--- config.mk ---
export PLATFORM = sky130hd
export DESIGN_NAME = seq_mult_skip_flat
export DESIGN_NICKNAME = d
export VERILOG_FILES = /design/src/rtl/seq_mult_skip_if.sv /design/src/rtl/seq_mult_skip.sv /design/src/flat_wrapper.sv
export SDC_FILE = /design/constraint.sdc
export NUM_CORES = 1
export LEC_CHECK = 0
export ABC_AREA = 1
export BUFFER_PORTS_ARGS = -buffer_cell sky130_fd_sc_hd__buf_2
export CORE_UTILIZATION = 55
export DETAILED_ROUTE_END_ITERATION = 7
export PLACE_DENSITY_LB_ADDON = 0.25
export SLEW_MARGIN = 10
export SYNTH_ARGS = -nofsm -noshare
export SYNTH_HDL_FRONTEND = slang
export SYNTH_SLANG_ARGS = --single-unit
--- constraint.sdc ---
create_clock -name clk -period 7.9 [get_ports clk]
set_clock_uncertainty 0.05 [all_clocks]
set_input_delay 0 -clock clk [delete_from_list [all_inputs] [get_ports clk]]
set_output_delay 0 -clock clk [all_outputs]
set_load 0.02 [all_outputs]
--- src/rtl/seq_mult_skip_if.sv ---
// Operand/result handshake bundle for seq_mult_skip: operands flow from the
// source (master) into the multiplier (slave), products flow back.
interface seq_mult_skip_if #(
  parameter int WIDTH = 16
);
  localparam int CW = $clog2(WIDTH + 1);

  logic               in_valid;
  logic               in_ready;
  logic [WIDTH-1:0]   a;
  logic [WIDTH-1:0]   b;
  logic               is_signed;
  logic               out_valid;
  logic               out_ready;
  logic [2*WIDTH-1:0] product;
  logic [CW-1:0]      cycles;

  modport master (
    output in_valid, a, b, is_signed, out_ready,
    input  in_ready, out_valid, product, cycles
  );

  modport slave (
    input  in_valid, a, b, is_signed, out_ready,
    output in_ready, out_valid, product, cycles
  );
endinterface

--- src/rtl/seq_mult_skip.sv ---
// Sequential shift-add multiplier working on operand magnitudes, with a sign fix-up
// at the end, accumulator writes only on set multiplier bits and optional early exit.
module seq_mult_skip #(
  parameter int WIDTH      = 16,
  parameter int EARLY_TERM = 1,
  parameter int CW         = $clog2(WIDTH + 1)
) (
  input  logic           clk,
  input  logic           rst,
  seq_mult_skip_if.slave bus
);

  localparam int PW = 2 * WIDTH;

  localparam logic [1:0] S_IDLE = 2'd0;
  localparam logic [1:0] S_RUN  = 2'd1;
  localparam logic [1:0] S_DONE = 2'd2;

  localparam logic [CW-1:0] CNT_LAST = CW'(WIDTH);
  localparam logic [CW-1:0] CNT_ONE  = {{(CW-1){1'b0}}, 1'b1};

  logic [1:0]       state_r;
  logic [PW-1:0]    mcand_r;
  logic [PW-1:0]    acc_r;
  logic [PW-1:0]    product_r;
  logic [WIDTH-1:0] mplier_r;
  logic [CW-1:0]    cnt_r;
  logic [CW-1:0]    cycles_r;
  logic             neg_r;

  logic [WIDTH-1:0] abs_a_s;
  logic [WIDTH-1:0] abs_b_s;
  logic             neg_s;
  logic [PW-1:0]    add_s;
  logic [PW-1:0]    acc_next_s;
  logic [PW-1:0]    prod_next_s;
  logic [WIDTH-1:0] mplier_next_s;
  logic [CW-1:0]    cnt_next_s;
  logic             last_s;

  assign bus.in_ready  = (state_r == S_IDLE) && rst;
  assign bus.out_valid = (state_r == S_DONE);
  assign bus.product   = product_r;
  assign bus.cycles    = cycles_r;

  // Operand magnitudes, next-step datapath values and the RUN exit condition.
  always_comb begin
    abs_a_s       = bus.a;
    abs_b_s       = bus.b;
    neg_s         = 1'b0;
    add_s         = acc_r + mcand_r;
    acc_next_s    = acc_r;
    mplier_next_s = mplier_r >> 1;
    cnt_next_s    = cnt_r + CNT_ONE;

    if (bus.is_signed) begin
      neg_s = bus.a[WIDTH-1] ^ bus.b[WIDTH-1];
      // The most negative value negates to itself, which is the correct unsigned magnitude.
      if (bus.a[WIDTH-1]) begin
        abs_a_s = -bus.a;
      end else begin
        abs_a_s = bus.a;
      end
      if (bus.b[WIDTH-1]) begin
        abs_b_s = -bus.b;
      end else begin
        abs_b_s = bus.b;
      end
    end else begin
      neg_s = 1'b0;
    end

    if (mplier_r[0]) begin
      acc_next_s = add_s;
    end else begin
      acc_next_s = acc_r;
    end

    if (neg_r) begin
      prod_next_s = -acc_next_s;
    end else begin
      prod_next_s = acc_next_s;
    end

    last_s = (cnt_next_s == CNT_LAST) ||
             ((EARLY_TERM != 0) && (mplier_next_s == {WIDTH{1'b0}}));
  end

  // Control FSM and datapath registers; the accumulator is written only on set multiplier bits.
  always_ff @(posedge clk or negedge rst) begin
    if (!rst) begin
      state_r   <= S_IDLE;
      mcand_r   <= {PW{1'b0}};
      acc_r     <= {PW{1'b0}};
      product_r <= {PW{1'b0}};
      mplier_r  <= {WIDTH{1'b0}};
      cnt_r     <= {CW{1'b0}};
      cycles_r  <= {CW{1'b0}};
      neg_r     <= 1'b0;
    end else begin
      case (state_r)
        S_IDLE: begin
          if (bus.in_valid) begin
            mcand_r  <= {{WIDTH{1'b0}}, abs_a_s};
            mplier_r <= abs_b_s;
            neg_r    <= neg_s;
            acc_r    <= {PW{1'b0}};
            cnt_r    <= {CW{1'b0}};
            state_r  <= S_RUN;
          end
        end
        S_RUN: begin
          if (mplier_r[0]) begin
            acc_r <= add_s;
          end
          mcand_r  <= {mcand_r[PW-2:0], 1'b0};
          mplier_r <= mplier_next_s;
          cnt_r    <= cnt_next_s;
          if (last_s) begin
            product_r <= prod_next_s;
            cycles_r  <= cnt_next_s;
            state_r   <= S_DONE;
          end
        end
        S_DONE: begin
          if (bus.out_ready) begin
            state_r <= S_IDLE;
          end
        end
        default: begin
          state_r <= S_IDLE;
        end
      endcase
    end
  end

endmodule

--- src/flat_wrapper.sv ---
// flat-port wrapper written by rule: the top's interface ports become plain ports
module seq_mult_skip_flat 
#(
  parameter int WIDTH      = 16,
  parameter int EARLY_TERM = 1,
  parameter int CW         = $clog2(WIDTH + 1)
)
  (clk, rst, bus_in_valid, bus_a, bus_b, bus_is_signed, bus_out_ready, bus_in_ready, bus_out_valid, bus_product, bus_cycles);
  seq_mult_skip_if #(.WIDTH(WIDTH)) bus_i ();
  input  logic clk;
  input  logic rst;
  input wire logic [$bits(bus_i.in_valid)-1:0] bus_in_valid;
  input wire logic [$bits(bus_i.a)-1:0] bus_a;
  input wire logic [$bits(bus_i.b)-1:0] bus_b;
  input wire logic [$bits(bus_i.is_signed)-1:0] bus_is_signed;
  input wire logic [$bits(bus_i.out_ready)-1:0] bus_out_ready;
  output wire logic [$bits(bus_i.in_ready)-1:0] bus_in_ready;
  output wire logic [$bits(bus_i.out_valid)-1:0] bus_out_valid;
  output wire logic [$bits(bus_i.product)-1:0] bus_product;
  output wire logic [$bits(bus_i.cycles)-1:0] bus_cycles;
  assign bus_i.in_valid = bus_in_valid;
  assign bus_i.a = bus_a;
  assign bus_i.b = bus_b;
  assign bus_i.is_signed = bus_is_signed;
  assign bus_i.out_ready = bus_out_ready;
  assign bus_in_ready = bus_i.in_ready;
  assign bus_out_valid = bus_i.out_valid;
  assign bus_product = bus_i.product;
  assign bus_cycles = bus_i.cycles;
  seq_mult_skip #(.WIDTH(WIDTH), .EARLY_TERM(EARLY_TERM), .CW(CW)) u_core (.clk(clk), .rst(rst), .bus(bus_i));
endmodule
Word level (Yosys, flattened, before mapping)
Cells that the tools add are included.
Word-level totals
  memory bits (read-only): 0
  register bits after elaboration: 125
  bits in latches: 0
  output and inout bits: 39
  bits in writable memories: 0
  bits of input ports: 37
  memories: 0
Cells by class
  mux-type cells: 19
  order comparisons: 0
  multiply operators: 0
  div/mod/pow operators: 0
  shifts and indexed selects: 0
  reduce and logical (&&, ||, !) cells: 9
  add/sub/neg operators: 5
  bitwise gates (word level): 1
  equal/unequal tests: 6
Operators by type and width (count)
  two-way mux 32 bit: 4
  one-hot mux 32 bit (2 select lines): 2
  two-way mux 16 bit: 5
  adder 32 bit: 1
  negation 16 bit: 2
  negation 32 bit: 1
  one-hot mux 16 bit (2 select lines): 1
  zero test 16 bit: 1
  one-hot mux 5 bit (2 select lines): 1
  two-way mux 2 bit: 3
  one-hot mux 2 bit (3 select lines): 1
  AND reduction 2 bit: 3
  adder 5 x 1 -> 5 bit (second input constant): 1
  equality test 5 bit (second input constant): 1
  two-way mux 5 bit: 1
  != test 2 bit (second input constant): 2
  AND reduction 3 bit: 1
  equality test 2 x 1 -> 1 bit (second input constant): 1
  equality test 2 bit (second input constant): 1
  zero test 2 bit: 1
  != test 2 x 1 -> 1 bit (second input constant): 1
  nonzero test 2 bit: 1
  logical AND 1 bit: 1
  logical OR 1 bit: 1
  2 further kinds: 2

Logic depth before layout (Yosys ltp)
Gate-level depths: netlist (run 1).
  depth in word-level cells: 5
  gate-level depth with buffers: 22

Least setup slack after synthesis (run 1)
OpenSTA, ideal clock, no wires.
  kind: flip-flop to flip-flop
  start point: register u_core.acc_r[0]
  end point: register u_core.product_r[26], in the netlist u_core.bus.product[26]
  data arrival time: 2.526 ns
  path slack: 5.207 ns
  setup time: 0.116 ns
  cell stages (with the launch flop): 20
  required time: 7.734 ns
  path buffers: 0
  path through: dfrtp_1 ha_1 fa_1 o21ai_4 ha_1 inv_1 nor2_1 nand3_1 nor2_2 nand2_1 nor2_2 nand2_2 nor2_4 nand3_2 nand2_2 nand2_1 nand2_1 nand2_1 nand2_1 nand2_1
Between the ends
  cells in the longest elaborated chain, start to end: 4
Ends and longest elaborated chain
  start, declared: RTL line seq_mult_skip.sv:24  | logic [PW-1:0] acc_r;
  start signal, assigned: RTL line seq_mult_skip.sv:94  | acc_r <= {PW{1'b0}};
  start signal, assigned: RTL line seq_mult_skip.sv:107  | acc_r <= {PW{1'b0}};
  start signal, assigned: RTL line seq_mult_skip.sv:114  | acc_r <= add_s;
  adder 32 bit: RTL line seq_mult_skip.sv:51  | add_s = acc_r + mcand_r;
  two-way mux 32 bit (*): RTL line seq_mult_skip.sv:73  | if (mplier_r[0]) begin
  negation 32 bit: RTL line seq_mult_skip.sv:80  | prod_next_s = -acc_next_s;
  two-way mux 32 bit (*): RTL line seq_mult_skip.sv:79  | if (neg_r) begin
  end signal, assigned: RTL line seq_mult_skip.sv:95  | product_r <= {PW{1'b0}};
  end signal, assigned: RTL line seq_mult_skip.sv:120  | product_r <= prod_next_s;
  end, declared: RTL line seq_mult_skip.sv:25  | logic [PW-1:0] product_r;
Mark *: on every way between the ends. The rest lies on a longest branch, timed or not.
A chain may end at the register's enable or synchronous reset.

Worst setup path after layout (run 1)
  start point: register u_core.state_r[0]
  end point: register u_core.acc_r[30]
Between the ends
  cells in the longest elaborated chain, start to end: 3
  elaborated cells between the ends (all ways): 6
  those cells by class: 2 x eq/ne; 1 x mux; 3 x reduce/logical
Ends and longest elaborated chain
  start, declared: RTL line seq_mult_skip.sv:22  | logic [1:0] state_r;
  start signal, assigned: RTL line seq_mult_skip.sv:92  | state_r <= S_IDLE;
  start signal, assigned: RTL line seq_mult_skip.sv:109  | state_r <= S_RUN;
  start signal, assigned: RTL line seq_mult_skip.sv:122  | state_r <= S_DONE;
  equality test 2 x 1 -> 1 bit / zero test 2 bit (equally long branches): RTL line seq_mult_skip.sv:101  | case (state_r)
  nonzero test 2 bit (no source line) / != test 2 bit (equally long branches)
  AND reduction 2 bit (no source line)
Parallel ways exist; a longest one is shown, timed or not.

==> results of run 1 <==
-- cell usage after synthesis, types with 4 or more instances --
master    count  area share
a31oi_1       6      0.0040
xnor2_1       8      0.0075
clkbuf_1     22      0.0088
a22oi_1      27       0.022
buf_6         5      0.0060
o31ai_1       5      0.0040
nor2_4        6      0.0072
a21oi_1      31       0.017
nand3_1      94       0.050
nand2_1     463        0.19
nor3_1       14      0.0075
xor2_1       28       0.026
inv_1       208       0.084
ha_1         36       0.048
inv_2         9      0.0036
nor4_1        4      0.0027
o22ai_1      37       0.025
dfrtp_1     125        0.33
buf_2         8      0.0043
nand2_2      15       0.010
and2_1       10      0.0067
a32o_1        4      0.0043
nand4_1      16       0.011
nand3_2       9      0.0096
nor2_2        9      0.0060
o21ai_0      74       0.040
nor2_1       83       0.033
-- metal layers --
| metal | global-route usage | vias to the layer above | routed length (um) |
|---|---|---|---|
| li1 | - | 4657 | - |
| met1 | 0.355 | 4228 | 10900 |
| met2 | 0.513 | 251 | 12200 |
| met3 | 0.0496 | 66 | 874 |
| met4 | 0.158 | 0 | 1170 |
| met5 | 0 | - | 0 |
-- sequential cells by signal, indices dropped and copies added, names as in the netlist --
signal,count
u_core.acc_r,32
u_core.bus.product,32
u_core.mcand_r,32
u_core.mplier_r,16
u_core.bus.cycles,5
u_core.cnt_r,5
u_core.state_r,2
u_core.neg_r,1
-- layout make-up --
class                      count  area [um^2]
clock buffer                  19          443
clock inverter                13          214
fill                        1447         5700
inverter                     220          831
multi-input combinational   1005         5200
sequential                   125         3130
tap                          220          275
timing repair buffer         118          796
-- worst max-delay path: cells and delay by family (launching register included) --
kind	cells	cell delay, ns
buf+inv	2	1.73
simple gates	3	1.60
compound gates	1	0.58
flops	1	0.51
-- per-stage QoR --
step / hold WS, ns / setup WS, ns / total power, W / area [um^2] / instances
floorplan: -0.346 / 5.21 / 0.00348 / 9340 / 1389
global route: 0.107 / 2.76 / 0.00563 / 10900 / 1720
global placement: 0.0121 / 4.04 / 0.00418 / 9850 / 1650
detailed placement: 0.0251 / 3.85 / 0.00425 / 9850 / 1650
finish: 0.0328 / 3.26 / 0.00519 / 10900 / 1720
CTS: 0.0100 / 3.79 / 0.00518 / 10900 / 1720
-- power by group --
group	internal, W	switching (W)	leakage (nW)
combinational	0.00103	0.00210	3.89
sequential	0.000938	0.000258	1.58
clock	0.000569	0.000298	0.302
total	0.00253	0.00266	5.78
-- cells by family after synthesis --
logic type	count (synthesis)	share of synthesized area
XOR/XNOR	37	0.0355
AO/OA/AOI/OAI	198	0.128
flip-flops	125	0.335
buffers and inverters	259	0.110
AND/OR/NAND/NOR	733	0.341
adder cells (fa/ha/maj)	37	0.0503
-- how the worst max path moves through the flow --
stage	to	slack [ns]
after detailed placement	u_core.acc_r[30]	3.85
after CTS	u_core.acc_r[30]	3.79
after global placement	u_core.acc_r[30]	4.04
final	u_core.acc_r[30]	3.26
after global routing	u_core.acc_r[30]	2.76
after floorplan	u_core.bus.product[26]	5.21
==> flow_summary.toml, run 1 <==
[hold_path]
hold-path-endpoint = "u_core.mcand_r[1]"
min_path_type = "in2reg"
hold_depth = 5
hold_start = "bus_a[1]"

[timing]
finalMaxSlewViolations = 0
period_minus_slack_ns = 4.64
slew_headroom = 0.213
final-hold-violation-count = 0
max_freq_ghz = 0.216
tns_ns = 0
final-setup-viol-count = 0
period_share = 0.587
worst_pin_slew_ns = 1.17
rsz0062_at_grt = "no"

[clocking]
h-tree-depth = 4
holdBufCountCts = 38
clockRootBuffer = "clkbuf_16"
cts-resized-gates = 0
numCtsBuffers = 17
clk_pin_slew_ns = 0.06
worstSkewPairLatency_ns = 0.43
cts.path.max_buffers = 2
clkSinkCount = 125
cts_tree = "yes"
cts_setup_buffers = 0

[setup_path]
path_class = "reg2reg"
crit-reg2reg-capture = "u_core.acc_r[30]"
slowest_stage = "clkinv_1"
worstPathRequired_ns = 8.15
startpoint_type = "register"
path_max_fanout = 48
critPathLaunch = "u_core.state_r[0]"
crit_top_cell = "clkinv_1"
ff2ff_path_depth = 6
regToRegSetupSlack_ns = 3.26
r2r_start = "u_core.state_r[0]"
slowest_delay_ns = 1.25
arrival_ns = 4.88
worstPathCellList = "nor2_1 -> nand2_1 -> clkinv_1 -> nor2_4 -> clkinv_1 -> o22ai_1"
end_kind = "register"

[global_route]
grt_pass1_wl_um = 41400
antenna_found_initial = 0
grt_overflow = 0
grt_max_degree = 76
track_usage = 0.297
first_global_vias = 8835

[synthesis]
synth_seq_cells = 125
synth_edf_count = 0
syn_nets = 1463
netlist_area_um2 = 9340
yosys_warnings = 0
async_flop_share = 1.00
ys.flop_type = "dfrtp_1"
yosysUniqueCellTypes = 47
yosysSeqAreaShare = 0.335
netlist_instances = 1389
syn_avg_cell_area_um2 = 6.73

[pwr]
p_per_area_nw_per_um2 = 477
ir_drop_mv = 0.224
p_leak_nw = 5.78

[detailed_routing]
dr.pass1.iters = 5
drc_errors = 0
routed_via_density = 5.35
antenna_left = 0
vias = 9202
drt-initial-drc-count = 721
wl_um = 25200
routedWlPerCell_um = 14.6

[floorplan]
initial_core_util = 0.563
coreArea_um2 = 16600
ios = 76
die_x_um = 132
die_h_um = 132
num_rows = 47
die-area_um2 = 17500

[placed_design]
port-buffer-count = 75
detailed_place_hpwl_um = 18300
globalplace.congestion = 0.961

[finish]
areaGrowthSynthToFinish_pct = 16.5
layout.nets = 1561
final_cell_mix = "463 x nand2_1, 207 x inv_1, 125 x dfrtp_1"
drive_above_1_share = 0.115
layout_commonest_cell = "nand2_1"
utilization = 0.656
antennaDiodeCount = 0

[status]
status = "complete, no violations"

[run]
drv_cap = 0
Power figures use the tool's default switching activity.
==> inputs of run 2 (changes only) <==
--- a/config.mk
+++ b/config.mk
@@ -5,7 +5,7 @@
 export SDC_FILE = /design/constraint.sdc
 export NUM_CORES = 1
 export LEC_CHECK = 0
-export ABC_AREA = 1
+export ABC_AREA = 0
 export BUFFER_PORTS_ARGS = -buffer_cell sky130_fd_sc_hd__buf_2
 export CORE_UTILIZATION = 55
 export DETAILED_ROUTE_END_ITERATION = 7
==> constraint.sdc (replaced) <==
create_clock -name clk -period 4.4 [get_ports clk]
set_clock_uncertainty 0.05 [all_clocks]
set_input_delay 0 -clock clk [delete_from_list [all_inputs] [get_ports clk]]
set_output_delay 0 -clock clk [all_outputs]
set_load 0.02 [all_outputs]
==> run 2 against run 1 <==
Sequential share of layout area is 1.0 points higher. Die area is 3.3% lower. Clock-buffer cell count is 2 lower. Utilization is 0.28 points higher. Setup slack worse by 2.9 ns. Clock power is 83% higher. Critical path depth is 6 higher. Sequential power is 79% higher. Non-clock buffer count is 8 higher. Synthesized area is 3.4% lower. Maximum frequency is 15% higher. Register-to-register slack worse by 2.9 ns. Largest power group unchanged.
==> flow_summary.toml, run 2 <==
[timing]
finalMaxSlewViolations = 0
slew_headroom = 0.451
worst_pin_slew_ns = 0.823
final-setup-viol-count = 0
whs_ns = 0.0107
period_share = 0.916
period_minus_slack_ns = 4.03
max_freq_ghz = 0.248
final-hold-violation-count = 0
tns_ns = 0
rsz0062_at_grt = "no"

[finish]
areaGrowthSynthToFinish_pct = 16.4
final_cell_mix = "135 x nand2_1, 132 x o21ai_0, 124 x dfrtp_1"
layout_commonest_cell = "nand2_1"
drive_above_1_share = 0.155
antennaDiodeCount = 0
stdcell_area_um2 = 10500
n_fill_cell = 1296
layout.nets = 1201

[global_route]
grt_overflow = 0
grt_pass1_wl_um = 41300
track_usage = 0.317
busiest_layer = "met2"
grt_max_degree = 67
first_global_vias = 8100
met2_usage = 0.477
grt_util_met1 = 0.443
use_met3 = 0.0697
antenna_found_initial = 0

[floorplan]
ios = 76
coreArea_um2 = 15900
die_h_um = 130
initial_core_util = 0.566
num_rows = 46
die-area_um2 = 16900
die_x_um = 130

[synthesis]
yosysUniqueCellTypes = 96
synth_seq_cells = 125
netlist_instances = 1045
netlist_area_um2 = 9030
syn_nets = 1119
syn_avg_cell_area_um2 = 8.64
synth_most_common_cell = "nand2_1"
async_flop_share = 1.00
yosys_warnings = 0
synth_top_cell_area_share = 0.346
synth_area_leaders = "dfrtp_1 35%, o21ai_0 7.3%, nand2_1 5.7%, ha_1 5.0%, xnor2_1 4.1%"
yosysSeqAreaShare = 0.346
synth_top_area_cell = "dfrtp_1"
yosys-top-cells-count = "136 x nand2_1, 132 x o21ai_0, 125 x dfrtp_1"
ys.flop_type = "dfrtp_1"
synth_edf_count = 0

[setup_path]
arrival_ns = 4.35
startpoint_type = "register"
end_kind = "register"
cpLargestDelayFamily = "simple AND/OR/NAND/NOR gates"
critPathBufInv = 0
crit_top_cell = "nand4_1"
worstPathCellList = "ha_1 -> fa_1 -> a211oi_4 -> o21ai_0 -> a211oi_1 -> nand2_1 -> and4b_1 -> a211oi_2 -> nand4_1 -> or3_1 -> or4b_1 -> nand4_1"
slowest_stage = "or4b_1"
slowest_delay_ns = 0.51
worstPathRequired_ns = 4.72
path_max_fanout = 5
path_class = "reg2reg"

[clocking]
clk_pin_slew_ns = 0.06
worstSkewPairLatency_ns = 0.43
numCtsBuffers = 17
holdBufCountCts = 37
clockRootBuffer = "clkbuf_16"
clkSinkCount = 125
cts-resized-gates = 0
cts.path.max_buffers = 2
cts_tree = "yes"
cts_setup_buffers = 0
h-tree-depth = 4

[pwr]
p_per_area_nw_per_um2 = 848
p_leak_nw = 4.64
ir_drop_mv = 0.501
finalPower_w = 0.00891

[detailed_routing]
drt-initial-drc-count = 638
antenna_left = 0
routed_via_density = 6.25
drc_errors = 0
routedWlPerCell_um = 18.5
wl_um = 25100
dr.pass1.iters = 6
vias = 8476

[placed_design]
placed_area_um2 = 9480
detailed_place_hpwl_um = 17500
port-buffer-count = 75
globalplace.congestion = 0.963

[status]
status = "complete, no violations"

[run]
drv_cap = 0

[hold_path]
min_path_type = "in2reg"
run 2: changes by cell type in the layout (fill, tap and decap cells not counted), sizes merged, moves of 29 or more:
cell,delta
o21ai,+66
nand3,-54
nand2,-342
a21oi,+29
o22ai,-35
inv,-195
nor2,-53
xnor2,+34
run 2: kinds of logic after synthesis:
logic type | after synthesis | synth area share
simple gates | 361 | 0.207
compound gates | 356 | 0.264
flops | 125 | 0.346
buf+inv | 81 | 0.0445
xor+xnor | 67 | 0.0650
fa+ha+maj | 37 | 0.0521
mux | 18 | 0.0213
run 2: worst min-delay path, delay by kind of cell:
kind | cells | cell delay [ns]
XOR/XNOR | 1 | 0.15
AO/OA/AOI/OAI | 2 | 0.18
buffers and inverters | 1 | 0.11
run 2: area by class of cell:
cell class | count | area (um^2) | area share
Clock inverter | 15 | 234 | 0.0223
Timing Repair Buffer | 126 | 866 | 0.0824
Sequential cell | 125 | 3130 | 0.298
Inverter | 18 | 67.6 | 0.00643
Clock buffer | 17 | 425 | 0.0405
Multi-Input combinational cell | 839 | 5520 | 0.525
Tap cell | 216 | 270 | 0.0257
run 2: metrics by stage:
stage	instances	setup slack, ns	util
2_1_floorplan	1045	0.821	-
3_3_place_gp	1287	0.519	0.594
3_5_place_dp	1287	0.438	0.594
4_1_cts	1356	0.414	0.659
5_1_grt	1356	0.109	0.659
6_report	1356	0.370	0.659
run 2: worst paths after layout:
kind / start / to / slack, ns / depth (start not counted)
max: u_core.acc_r[0] / u_core.bus.product[31] / 0.37 / 12
min: bus_a[1] / u_core.mcand_r[3] / 0.01 / 4
max reg2reg: u_core.acc_r[0] / u_core.bus.product[31] / 0.37 / 12
min reg2reg: u_core.bus.product[24] / u_core.bus.product[24] / 0.43 / 2
max in group asynchronous: rst / u_core.mplier_r[0] / 3.27 / 3
min in group asynchronous: rst / u_core.mcand_r[11] / 0.17 / 2
run 2: report_power, final:
part           internal, W  total, W  switching [W]
clock              0.00102   0.00159       0.000572
combinational      0.00193   0.00517        0.00325
sequential         0.00164   0.00215       0.000507
total              0.00459   0.00891        0.00433
run 2: routing by layer:
layer | part of all wire | wire (um)
met5 | 0 | 0
met3 | 0.080 | 2020
met2 | 0.44 | 11200
met1 | 0.45 | 11400
met4 | 0.023 | 584
==> inputs of run 3 (changes only) <==
--- a/config.mk
+++ b/config.mk
@@ -6,6 +6,7 @@
 export NUM_CORES = 1
 export LEC_CHECK = 0
 export ABC_AREA = 0
+export ABC_CLOCK_PERIOD_IN_PS = 3780
 export BUFFER_PORTS_ARGS = -buffer_cell sky130_fd_sc_hd__buf_2
 export CORE_UTILIZATION = 55
 export DETAILED_ROUTE_END_ITERATION = 7
==> constraint.sdc (replaced) <==
create_clock -name clk -period 3.78 [get_ports clk]
set_clock_uncertainty 0.05 [all_clocks]
set_input_delay 0 -clock clk [delete_from_list [all_inputs] [get_ports clk]]
set_output_delay 0 -clock clk [all_outputs]
set_load 0.01 [all_outputs]
==> run 3 against run 2 <==
Total power grew 21%. Global-route usage grew 0.82 points. Non-clock buffer count grew 35. Sequential share of layout area shrank 1.0 points. Utilization grew 2.3 points. Sequential cell count is the same. First-iteration DRC count grew 11%. Critical path type unchanged.
==> flow_summary.toml, run 3 (synthesis gave the netlist of run 2 again) <==
[placed_design]
dp.cells = 1314
post-place-ws_ns = -0.0206
detailed_place_hpwl_um = 18000
port-buffer-count = 75
globalplace.congestion = 0.958

[hold_path]
min_path_type = "in2async"

[detailed_routing]
routedWlPerCell_um = 19.2
drc_errors = 0
vias = 8713
dr.pass1.iters = 5
routed_via_density = 6.26
wl_um = 26600
drt-initial-drc-count = 706
antenna_left = 0

[clocking]
numCtsBuffers = 17
clockRootBuffer = "clkbuf_16"
h-tree-depth = 4
cts_tree = "yes"
clk_pin_slew_ns = 0.06
clkSinkCount = 125
cts.path.max_buffers = 2
worstSkewPairLatency_ns = 0.44

[global_route]
grt_overflow = 0
grt_pass1_wl_um = 42100
track_usage = 0.325
grt_max_degree = 61
first_global_vias = 8062
antenna_found_initial = 0

[timing]
worst_slack_ns = 0.102
finalMaxSlewViolations = 0
period_share = 0.973
max_freq_ghz = 0.272
period_minus_slack_ns = 3.68
final-setup-viol-count = 0
rsz0062_at_grt = "yes"
slew_headroom = 0.345
final-hold-violation-count = 0
worst_pin_slew_ns = 0.983

[setup_path]
arrival_ns = 4.00
path_max_fanout = 4
cp_num_cells = 12
worstPathCellList = "ha_2 -> fa_2 -> a211oi_4 -> o21a_2 -> o211ai_4 -> nor4_4 -> and4_4 -> nor3b_4 -> nand4b_4 -> or2_0 -> or4b_1 -> nand4_1"
ff2ff_path_depth = 12
path_class = "reg2reg"
slowest_stage = "or4b_1"
slowest_delay_ns = 0.47
worstPathRequired_ns = 4.10
cpLargestDelayFamily = "simple AND/OR/NAND/NOR gates"
critPathBufInv = 0
end_kind = "register"
startpoint_type = "register"

[finish]
fin_cells = 1391
utilization = 0.682
layout_commonest_cell = "nand2_1"
drive_above_1_share = 0.196
antennaDiodeCount = 0
final_cell_mix = "135 x nand2_1, 129 x o21ai_0, 124 x dfrtp_1"
areaGrowthSynthToFinish_pct = 20.4
layout.nets = 1236
n_fill_cell = 1244

[pwr]
pwr-share-clk = 0.169
finalPower_w = 0.0108
ir_drop_mv = 0.760
p_leak_nw = 4.81
swShare = 0.480
p_comb_frac = 0.599
p_per_area_nw_per_um2 = 993
p_int_w = 0.00562
pwr-share-seq = 0.233
netSwitchingPower_w = 0.00518

[floorplan]
die_x_um = 130
die_h_um = 130
coreArea_um2 = 15900
ios = 76
die-area_um2 = 16900
initial_core_util = 0.566
num_rows = 46

[run]
drv_cap = 0

[status]
status = "complete, no violations"
==> run 3: cell types whose count changed in the layout (fill, tap and decap cells not counted), moves of 2 or more <==
cell,delta
buf_4,+33
a211oi_1,-3
a211oi_2,+3
dlygate4sd3_1,+3
ha_1,-3
ha_2,+3
inv_6,+3
o21ai_0,-3
a21oi_1,-2
inv_8,-2
o21ai_1,+2
==> run 3: metal layers <==
metal | vias to the layer above | GRT usage | wire [um]
li1 | 4089 | - | -
met1 | 4220 | 0.461 | 12000
met2 | 352 | 0.499 | 12000
met3 | 52 | 0.0677 | 2130
met4 | 0 | 0.0992 | 515
met5 | - | 0 | 0
==> run 3: worst paths after layout <==
kind                                  startpoint                     end  slack (ns)
min reg2reg                u_core.bus.product[5]   u_core.bus.product[5]        0.42
min in group clk                   bus_out_ready       u_core.state_r[1]        0.26
min                                          rst       u_core.mcand_r[9]        0.09
max in group asynchronous                    rst        u_core.acc_r[14]        2.73
max reg2reg                    u_core.mcand_r[0]  u_core.bus.product[31]        0.10
max                            u_core.mcand_r[0]  u_core.bus.product[31]        0.10
==> run 3: cell type report <==
class                           instances  area [um^2]  area share
Tap cell                              216          270      0.0249
Clock inverter                         14          204      0.0188
Clock buffer                           18          439      0.0404
Timing Repair Buffer                  161         1120       0.103
Sequential cell                       125         3130       0.288
Multi-Input combinational cell        839         5640       0.519
Inverter                               18         67.6     0.00621
==> run 3: timing repair <==
| action | 4_1_cts | 5_1_grt |
|---|---|---|
| setup endpoints to repair | 2 | 12 |
| endpoints found under the hold margin | 85 | 0 |
| gates cloned | 0 | 0 |
| hold buffers | 40 | 0 |
| gates resized for setup | 2 | 27 |
| pin swaps | 0 | 13 |
| setup buffers | 0 | 5 |
==> run 3: power by group through the flow <==
stage / combinational (W) / clock, W / sequential [W]
2_1_floorplan: 0.00442 / 0 / 0.00234
3_3_place_gp: 0.00588 / 0 / 0.00248
3_5_place_dp: 0.00600 / 0 / 0.00248
4_1_cts: 0.00613 / 0.00182 / 0.00247
5_1_grt: 0.00702 / 0.00188 / 0.00257
6_report: 0.00647 / 0.00182 / 0.00251
==> run 3: per-stage QoR <==
stage	hold WS, ns	area (um^2)	setup TNS [ns]
6_report	0.0854	10900	0
5_1_grt	0.177	10900	-0.0513
4_1_cts	0.144	10700	0
3_5_place_dp	0.0303	9670	-0.0206
3_3_place_gp	0.0332	9670	0
2_1_floorplan	-0.346	9030	0
